### src/rtl/ps2_pkg.sv
// ---------------------------------------------------------------------------
// ps2_pkg
// Shared PS/2 definitions: receiver state encodings, frame geometry and
// the break-code constant that the downstream display stage also keys on.
// ---------------------------------------------------------------------------
package ps2_pkg;

  localparam int PS2_DATA_BITS = 8;
  localparam logic [PS2_DATA_BITS-1:0] PS2_BREAK_CODE = 8'hF0;

  typedef enum logic [3:0] {
    IDLE   = 4'b0001,
    DATA   = 4'b0010,
    PARITY = 4'b0100,
    STOP   = 4'b1000
  } ps2_state_e;

  // Odd parity: the data bits plus the parity bit must hold an odd number of ones.
  function automatic logic frame_parity_ok(input logic [PS2_DATA_BITS-1:0] data,
                                           input logic                     parity);
    return ^{data, parity};
  endfunction

endpackage

### src/rtl/ps2_frame_rx_if.sv
// ---------------------------------------------------------------------------
// ps2_frame_rx_if
// Bundles the raw PS/2 lines and the received-byte outputs of ps2_frame_rx.
//   ps2_clk, ps2_data : raw, asynchronous PS/2 lines (driven by the device side)
//   rx_data           : last good byte
//   rx_recFlag        : one-cycle strobe, rx_data new in that cycle
//   rx_err            : one-cycle strobe on parity/stop/timeout error
//   err_cnt           : saturating error count
//   busy              : frame in progress
// master = line driver / byte consumer, slave = the receiver.
// ---------------------------------------------------------------------------
interface ps2_frame_rx_if;
  import ps2_pkg::*;

  logic                     ps2_clk;
  logic                     ps2_data;
  logic [PS2_DATA_BITS-1:0] rx_data;
  logic                     rx_recFlag;
  logic                     rx_err;
  logic [7:0]               err_cnt;
  logic                     busy;

  modport master (
    output ps2_clk, ps2_data,
    input  rx_data, rx_recFlag, rx_err, err_cnt, busy
  );

  modport slave (
    input  ps2_clk, ps2_data,
    output rx_data, rx_recFlag, rx_err, err_cnt, busy
  );

endinterface

### src/rtl/ps2_sync_edge.sv
// ---------------------------------------------------------------------------
// ps2_sync_edge
// Multi-stage synchronizers for the raw PS/2 clock and data lines plus a
// falling-edge detector on the synchronized clock.
//   clk, rst_n    : system clock, async active-low reset
//   ps2_clk_raw   : raw PS/2 clock
//   ps2_data_raw  : raw PS/2 data
//   data_sync     : synchronized data
//   fall          : one-cycle strobe, synchronized clock went 1 -> 0
// All flops reset to 1 (idle bus) so releasing reset never fakes an edge.
// ---------------------------------------------------------------------------
module ps2_sync_edge #(
  parameter int SYNC_STAGES = 2
) (
  input  logic clk,
  input  logic rst_n,
  input  logic ps2_clk_raw,
  input  logic ps2_data_raw,
  output logic data_sync,
  output logic fall
);

  logic [SYNC_STAGES-1:0] clk_sync_q, clk_sync_d;
  logic [SYNC_STAGES-1:0] data_sync_q, data_sync_d;
  logic                   clk_prev_q, clk_prev_d;

  always_comb begin
    clk_sync_d  = {clk_sync_q[SYNC_STAGES-2:0], ps2_clk_raw};
    data_sync_d = {data_sync_q[SYNC_STAGES-2:0], ps2_data_raw};
    clk_prev_d  = clk_sync_q[SYNC_STAGES-1];
  end

  always_ff @(posedge clk or negedge rst_n) begin
    if (!rst_n) begin
      clk_sync_q  <= '1;
      data_sync_q <= '1;
      clk_prev_q  <= 1'b1;
    end else begin
      clk_sync_q  <= clk_sync_d;
      data_sync_q <= data_sync_d;
      clk_prev_q  <= clk_prev_d;
    end
  end

  assign data_sync = data_sync_q[SYNC_STAGES-1];
  assign fall      = clk_prev_q & ~clk_sync_q[SYNC_STAGES-1];

endmodule

### src/rtl/ps2_frame_rx.sv
// ---------------------------------------------------------------------------
// ps2_frame_rx
// PS/2 device-to-host frame receiver. Deserializes start, 8 data bits
// (LSB first), odd parity and stop; commits good bytes with a one-cycle
// strobe, drops and counts malformed or stalled frames.
//   clk      : system clock
//   rst      : asynchronous, active-low reset
//   bus      : ps2_frame_rx_if.slave (raw lines in, byte/status out)
// Parameters:
//   TIMEOUT_CYCLES : idle clk cycles inside a frame before it is abandoned
//   SYNC_STAGES    : synchronizer depth, >= 2
//
// state  | meaning
// IDLE   | waiting for a start bit (data=0 at a falling edge)
// DATA   | shifting in the 8 data bits, LSB first
// PARITY | capturing the parity bit
// STOP   | checking stop bit and parity, commit or flag error
// ---------------------------------------------------------------------------
module ps2_frame_rx
  import ps2_pkg::*;
#(
  parameter int TIMEOUT_CYCLES = 50000,
  parameter int SYNC_STAGES    = 2
) (
  input  logic          clk,
  input  logic          rst,
  ps2_frame_rx_if.slave bus
);

  localparam int TW = (TIMEOUT_CYCLES > 1) ? $clog2(TIMEOUT_CYCLES) : 1;
  localparam logic [TW-1:0] TO_LOAD = TW'(TIMEOUT_CYCLES - 1);
  localparam int BW = $clog2(PS2_DATA_BITS);
  localparam logic [BW-1:0] LAST_BIT = BW'(PS2_DATA_BITS - 1);

  logic data_s;
  logic fall;

  ps2_sync_edge #(
    .SYNC_STAGES (SYNC_STAGES)
  ) u_sync (
    .clk          (clk),
    .rst_n        (rst),
    .ps2_clk_raw  (bus.ps2_clk),
    .ps2_data_raw (bus.ps2_data),
    .data_sync    (data_s),
    .fall         (fall)
  );

  ps2_state_e               state_q, state_d;
  logic [BW-1:0]            bit_cnt_q, bit_cnt_d;
  logic [PS2_DATA_BITS-1:0] shift_q, shift_d;
  logic                     parity_q, parity_d;
  logic [TW-1:0]            timer_q, timer_d;
  logic [PS2_DATA_BITS-1:0] rx_data_q, rx_data_d;
  logic                     rec_q, rec_d;
  logic                     err_q, err_d;
  logic [7:0]               err_cnt_q, err_cnt_d;
  logic                     busy_q, busy_d;
  logic                     timeout;
  logic                     error_evt;

  always_comb begin
    state_d   = state_q;
    bit_cnt_d = bit_cnt_q;
    shift_d   = shift_q;
    parity_d  = parity_q;
    rx_data_d = rx_data_q;
    err_cnt_d = err_cnt_q;
    rec_d     = 1'b0;
    err_d     = 1'b0;
    error_evt = 1'b0;

    // Down-counter reloads on every edge and while idle; a falling edge in the
    // terminal cycle reloads it, so the edge always beats the timeout.
    if (state_q == IDLE || fall) begin
      timer_d = TO_LOAD;
    end else if (timer_q != '0) begin
      timer_d = timer_q - 1'b1;
    end else begin
      timer_d = timer_q;
    end
    timeout = (state_q != IDLE) && !fall && (timer_q == '0);

    case (state_q)
      IDLE: begin
        if (fall && !data_s) begin
          state_d   = DATA;
          bit_cnt_d = '0;
          shift_d   = '0;
        end
      end
      DATA: begin
        if (fall) begin
          shift_d   = {data_s, shift_q[PS2_DATA_BITS-1:1]};
          bit_cnt_d = bit_cnt_q + 1'b1;
          if (bit_cnt_q == LAST_BIT) state_d = PARITY;
        end
      end
      PARITY: begin
        if (fall) begin
          parity_d = data_s;
          state_d  = STOP;
        end
      end
      STOP: begin
        if (fall) begin
          if (data_s && frame_parity_ok(shift_q, parity_q)) begin
            rx_data_d = shift_q;
            rec_d     = 1'b1;
          end else begin
            error_evt = 1'b1;
          end
          state_d = IDLE;
        end
      end
      default: state_d = IDLE;
    endcase

    if (timeout) begin
      error_evt = 1'b1;
      state_d   = IDLE;
    end

    if (error_evt) begin
      err_d = 1'b1;
      if (err_cnt_q != 8'hFF) err_cnt_d = err_cnt_q + 8'd1;
    end

    busy_d = (state_d != IDLE);
  end

  always_ff @(posedge clk or negedge rst) begin
    if (!rst) begin
      state_q   <= IDLE;
      bit_cnt_q <= '0;
      shift_q   <= '0;
      parity_q  <= 1'b0;
      timer_q   <= TO_LOAD;
      rx_data_q <= '0;
      rec_q     <= 1'b0;
      err_q     <= 1'b0;
      err_cnt_q <= '0;
      busy_q    <= 1'b0;
    end else begin
      state_q   <= state_d;
      bit_cnt_q <= bit_cnt_d;
      shift_q   <= shift_d;
      parity_q  <= parity_d;
      timer_q   <= timer_d;
      rx_data_q <= rx_data_d;
      rec_q     <= rec_d;
      err_q     <= err_d;
      err_cnt_q <= err_cnt_d;
      busy_q    <= busy_d;
    end
  end

  assign bus.rx_data    = rx_data_q;
  assign bus.rx_recFlag = rec_q;
  assign bus.rx_err     = err_q;
  assign bus.err_cnt    = err_cnt_q;
  assign bus.busy       = busy_q;

endmodule

### src/flat_wrapper.sv
// flat-port wrapper written by rule: the top's interface ports become plain ports
module ps2_frame_rx_flat import ps2_pkg::*;
#(
  parameter int TIMEOUT_CYCLES = 50000,
  parameter int SYNC_STAGES    = 2
)
  (clk, rst, bus_ps2_clk, bus_ps2_data, bus_rx_data, bus_rx_recFlag, bus_rx_err, bus_err_cnt, bus_busy);
  ps2_frame_rx_if bus_i ();
  input  logic clk;
  input  logic rst;
  input wire logic [$bits(bus_i.ps2_clk)-1:0] bus_ps2_clk;
  input wire logic [$bits(bus_i.ps2_data)-1:0] bus_ps2_data;
  output wire logic [$bits(bus_i.rx_data)-1:0] bus_rx_data;
  output wire logic [$bits(bus_i.rx_recFlag)-1:0] bus_rx_recFlag;
  output wire logic [$bits(bus_i.rx_err)-1:0] bus_rx_err;
  output wire logic [$bits(bus_i.err_cnt)-1:0] bus_err_cnt;
  output wire logic [$bits(bus_i.busy)-1:0] bus_busy;
  assign bus_i.ps2_clk = bus_ps2_clk;
  assign bus_i.ps2_data = bus_ps2_data;
  assign bus_rx_data = bus_i.rx_data;
  assign bus_rx_recFlag = bus_i.rx_recFlag;
  assign bus_rx_err = bus_i.rx_err;
  assign bus_err_cnt = bus_i.err_cnt;
  assign bus_busy = bus_i.busy;
  ps2_frame_rx #(.TIMEOUT_CYCLES(TIMEOUT_CYCLES), .SYNC_STAGES(SYNC_STAGES)) u_core (.clk(clk), .rst(rst), .bus(bus_i));
endmodule
### config.mk
export PLATFORM = sky130hd
export DESIGN_NAME = ps2_frame_rx_flat
export DESIGN_NICKNAME = d
export VERILOG_FILES = /design/src/rtl/ps2_pkg.sv /design/src/rtl/ps2_frame_rx_if.sv /design/src/rtl/ps2_sync_edge.sv /design/src/rtl/ps2_frame_rx.sv /design/src/flat_wrapper.sv
export SDC_FILE = /design/constraint.sdc
export NUM_CORES = 1
export LEC_CHECK = 0
export CORE_MARGIN = 10
export CORE_UTILIZATION = 35
export CTS_CLUSTER_SIZE = 16
export DETAILED_ROUTE_END_ITERATION = 8
export MAX_ROUTING_LAYER = met4
export SYNTH_ARGS = -nofsm -noshare
export SYNTH_HDL_FRONTEND = slang
export SYNTH_SLANG_ARGS = --single-unit
### constraint.sdc
create_clock -name clk -period 3.5 [get_ports clk]
set_input_delay 0.7 -clock clk [delete_from_list [all_inputs] [get_ports clk]]
set_output_delay 0.7 -clock clk [all_outputs]
set_load 0.01 [all_outputs]
# Word-level counts from Yosys, hierarchy flattened
# Cells that the tools add are included.
[word_totals]
input_bits = 4
wordCells = 67
regBits = 56
[classes]
addsub = 3
mux = 23
n_eq_ne = 10
reduce_logical = 16
n_bitwise = 2
[op_table]
columns = ["operator", "count"]
rows = [
  ["16-bit 2-to-1 mux", 2],
  ["4-bit 2-to-1 mux", 6],
  ["16-bit logical NOT", 1],
  ["8-bit 2-to-1 mux", 2],
  ["4-bit one-hot mux with 4 select lines", 1],
  ["8-bit one-hot mux with 2 select lines", 1],
  ["16-bit nonzero test", 1],
  ["16-bit by 1-bit subtractor with 16-bit output, second input constant", 1],
  ["9-bit XOR reduction", 1],
  ["8-bit by 1-bit adder with 8-bit output, second input constant", 1],
  ["1-bit 2-to-1 mux", 8],
  ["4-bit by 1-bit inequality test with 1-bit output, second input constant", 2],
  ["8-bit inequality test, second input constant", 1],
  ["3-bit 2-to-1 mux", 2],
  ["3-bit one-hot mux with 2 select lines", 1],
  ["3-bit AND reduction", 2],
  ["4-bit by 1-bit == test with 1-bit output, second input constant", 1],
  ["4-bit by 2-bit == test with 1-bit output, second input constant", 1],
  ["4-bit by 3-bit == test with 1-bit output, second input constant", 1],
  ["4-bit == test, second input constant", 1],
  ["1-bit logical AND", 4],
  ["2-bit AND reduction", 2],
  ["2-bit nonzero test", 2],
  ["3-bit by 1-bit adder with 3-bit output, second input constant", 1],
  ["other kinds (7)", 8],
]

# Logic depth before layout (Yosys ltp)
[depth]
word_depth = 7
ltp_mapped = 9
mapped_depth_nobuf = 8

# Modules after synthesis
# From an unflattened synthesis, not the netlist that was laid out.
[unflattened]
cells_unflattened = 250
hier_area_um2 = 2708.8
[by_module_without_submodules]
columns = ["module", "n_inst", "area_per_inst_um2", "cells_each", "seq_area_each_um2"]
rows = [
  ["ps2_frame_rx", 1, 2563.7, 244, 1288.7],
  ["ps2_sync_edge", 1, 145.1, 6, 131.4],
]

# Worst setup path after synthesis
# Ideal clock, no wire load.
[synth_path]
kind = "register to register"
from = "register u_core.timer_q[10]"
to = "register u_core.err_cnt_q[7] (netlist: u_core.bus.err_cnt[7])"
path_slack_ns = 0.706
period_less_slack_ns = 2.794
setup_time_ns = 0.080
arrival_ns = 2.714
path_buffers = 1
required_ns = 3.420
stages_incl_launch_ff = 9
cell_sequence = "dfrtp_1 > or4_4 > or4b_4 > buf_6 > or4_4 > nor2_4 > o21ai_4 > nor4_4 > xnor2_1"
[synth_between]
elab_chain_len = 4
[synth_rtl]
columns = ["item", "line", "text"]
rows = [
  ["start: declaration", "ps2_frame_rx.sv:53", "logic [TW-1:0] timer_q, timer_d;"],
  ["start signal: assignment", "ps2_frame_rx.sv:149", "timer_q <= timer_d;"],
  ["16-bit logical NOT", "ps2_frame_rx.sv:82", "timeout = (state_q != IDLE) && !fall && (timer_q == '0);"],
  ["1-bit logical AND", "ps2_frame_rx.sv:82", ""],
  ["1-bit 2-to-1 mux", "ps2_frame_rx.sv:119", "if (timeout) begin"],
  ["2-bit AND reduction (no line)", "--", ""],
  ["end signal: assignment", "ps2_frame_rx.sv:153", "err_cnt_q <= err_cnt_d;"],
  ["end: declaration", "ps2_frame_rx.sv:57", "logic [7:0] err_cnt_q, err_cnt_d;"],
]
# Every way passes these cells.
# A chain may end at the register's enable or synchronous reset.

# Worst setup path in the final report
# Same ends and word-level chain as after synthesis.

==> flow_summary_export.csv <==
group,metric,value,unit
sta,hold_violations,0,
routing,top_layer,"met4",
global_routing,first_global_vias,1769,
final_layout,insertedDiodeCount,0,
pwr,power.switching,0.345,mW
sta,fin_crit_sh,81.7,%
run_status,outcome,"complete, no violations",
final_layout,multi_input_area,1130,um^2
floorplan,rows,31,
pwr,power,1.23,mW
final_layout,final_core_util,41.7,%
sta,rsz0062_at_grt,"false",
final_layout,nFillCells,735,
clock_network,clk_latency,310,ps
logic_synthesis,synth_nets,254,
sta,whs,362,ps
floorplan,die_area,11300,um^2
routing,wl_met2,2190,um
routing,ant_nets,0,
setup_path,cp_num_cells,7,
sta,clock_skew,6.72,ps
logic_synthesis,synth_top_area_cell,"dfrtp_1",
setup_path,cp_common_cell,"or4_4",
routing,first_iter_violations,67,
floorplan,dieHeight,106,um
pwr,p_seq_share,58.4,%
setup_path,cp_num_buf_inv,0,
logic_synthesis,synth.top_cell.area_share,39.3,%
logic_synthesis,ys.flop_type,"dfrtp_1",
placed_design,dpl.hpwl,3380,um
pwr,peakVddDrop,0.194,mV
final_layout,num-nets-final,279,
logic_synthesis,async_flop_share,100,%
setup_path,startpoint_type,"flop",
pwr,p_per_area,405,nW/um^2
placed_design,portBuffers,22,
routing,viasPerCell,4.86,
clock_network,cts-buffers-inserted,5,
floorplan,io_pins,23,
logic_synthesis,synth_edf_count,0,
routing,met3_length,237,um
clock_network,cts_hold_repair.buffers,0,
hold_path,whs_path_depth,0,
clock_network,cts_tree,"yes",
placed_design,routabilityCongestion,0.853,
routing,vias,1797,
clock_network,post_cts_buffers,0,
final_layout,drive_above_1_share,15.9,%
job,maxCapViolations,0,
logic_synthesis,synth_area_leaders,"dfrtp_1, dfstp_2, nand2_1",
sta,setup_viol,0,
sta,tightest_slew,752,ps
global_routing,grt_max_degree,30,
setup_path,crit_chain,"or4_4 > or4b_4 > or4_4 > nor2_4 > o21ai_4 > nor4_4 > xnor2_1",
setup_path,crit_fanout,7,
setup_path,crit_family,"simple AND/OR/NAND/NOR gates",
global_routing,grt_pass1_wl,8410,um
clock_network,cts_resized,0,
setup_path,crit_slowest_cell,"or4b_4",
pwr,internal-power,0.882,mW
pwr,clkPwrFrac,28.4,%
sta,min_period,2860,ps
logic_synthesis,ys_types,40,
global_routing,gr-total-overflow,0,
clock_network,path_clk_slew,100,ps
sta,worst_slack,640,ps
routing,first_pass_iters,5,
global_routing,grt_antenna_before_repair,0,
logic_synthesis,synth_area_per_cell,10.7,um^2
logic_synthesis,yosysSeqAreaShare,54.4,%
sta,relSlewSlack,49.6,%
routing,drt-total-wl,4860,um
setup_path,cp_slowest_stage_delay,580,ps
routing,routedWlPerCell,13.1,um
clock_network,cts_root_buf,"clkbuf_8",
logic_synthesis,synthesis.instances,245,
floorplan,core_area,7250,um^2
clock_network,h-tree-depth,2,
sta,maxSlewViolCount,0,
pwr,p_leak,1.33,nW
setup_path,crit_path_end_kind,"flop",
global_routing,grt_util_all_layers,9.28,%
placed_design,place_ws,657,ps
setup_path,cp.required,3740,ps
logic_synthesis,ys_warn_count,0,
final_layout,syn2layout_area_growth,15.9,%
pwr,p_sw_share,28.1,%
sta,max_freq,0.350,GHz
logic_synthesis,synth.ff_latch_count,56,
floorplan,dieWidth,106,um
setup_path,arrival,3100,ps
routing,met1Wirelength,2380,um
hold_path,worstHoldPathType,"reg2reg",
final_layout,final-seq-area,1420,um^2
routing,route.detailed.drc,0,
clock_network,cts.path.max_buffers,2,
setup_path,worstSetupPathType,"reg2reg",
floorplan,initial_core_util,36.0,%
clock_network,cts.sinks,56,
sta,finalSetupTns,0,ps
pwr,pwr-share-comb,13.2,%
logic_synthesis,synthesis.area,2610,um^2
setup_path,rr_worst_depth,7,
-- power groups by stage --
stage	clock [mW]	sequential, mW	combinational, mW
after floorplan	0	0.723	0.106
after global placement	0	0.728	0.168
after detailed placement	0	0.729	0.164
after CTS	0.361	0.716	0.165
after global routing	0.392	0.721	0.181
final	0.349	0.716	0.162
-- through the flow --
stage,cell area (um^2),instances
floorplan,2610,245
global placement,2950,362
detailed placement,2950,362
CTS,3030,370
global route,3030,370
finish,3030,370
-- layer usage --
| layer | global-route usage (%) | vias to the layer above |
|---|---|---|
| li1 | - | 892 |
| met5 | - | - |
| met3 | 3.38 | 6 |
| met1 | 11.9 | 860 |
| met4 | 2.61 | 0 |
| met2 | 13.5 | 39 |
-- cells by family (layout without fill, tap and decap cells) --
family,after synthesis,in the layout,share of synthesized area [%]
xor+xnor,22,22,7.91
flops,56,56,54.4
compound gates,27,27,6.47
mux,11,11,4.70
simple gates,109,109,21.7
fa+ha+maj,5,5,2.40
buf+inv,15,41,2.44
-- state kept, by name (all words and copies together), names as in the netlist, 2 cells and up --
signal / count
u_core.u_sync.data_sync_q: 2
u_core.bus.rx_data: 8
u_core.u_sync.clk_sync_q: 2
u_core.bus.err_cnt: 8
u_core.state_q: 4
u_core.timer_q: 16
u_core.bit_cnt_q: 3
u_core.shift_q: 8
-- area by class of cell --
cell class	instances	area share, %
tap	99	4.09
sequential	56	46.9
multi-input combinational	174	37.5
clock buffer	7	2.52
clock inverter	1	0.165
timing repair buffer	25	7.85
inverter	8	0.992
-- worst paths after layout --
path                                              start                           end  slack (ps)
setup / recovery                     u_core.timer_q[10]         u_core.bus.err_cnt[7]         640
hold / removal             u_core.u_sync.data_sync_q[0]  u_core.u_sync.data_sync_q[1]         360
setup reg to reg                     u_core.timer_q[10]         u_core.bus.err_cnt[7]         640
hold reg to reg            u_core.u_sync.data_sync_q[0]  u_core.u_sync.data_sync_q[1]         360
max in group asynchronous                           rst   u_core.u_sync.clk_sync_q[0]        2270
min in group asynchronous                           rst             u_core.bus.rx_err         400
-- cell usage in the layout, fill, tap and decap left out, types with 7 or more instances in the layout --
cell / instances
clkdlybuf4s50_1: 21
inv_1: 8
dfstp_2: 15
nand2_1: 37
xnor2_1: 14
nor2_1: 21
xor2_1: 7
dfrtp_1: 41
a21oi_1: 11
mux2_2: 10
nand3_1: 16
-- synthesized netlist by cell type (3+ instances only) --
library cell   n
ha_1           5
dfrtp_1       41
o31ai_1        4
o21ai_0        5
nor2_1        21
a21oi_1       11
inv_1          8
dfstp_2       15
nand2_1       37
nor3_1         5
xor2_1         7
xnor2_1       14
nand3_1       16
clkbuf_1       5
or3_1          4
mux2_2        10
nand2b_1       3
nor4_1         4
(Power assumes the default switching activity.)
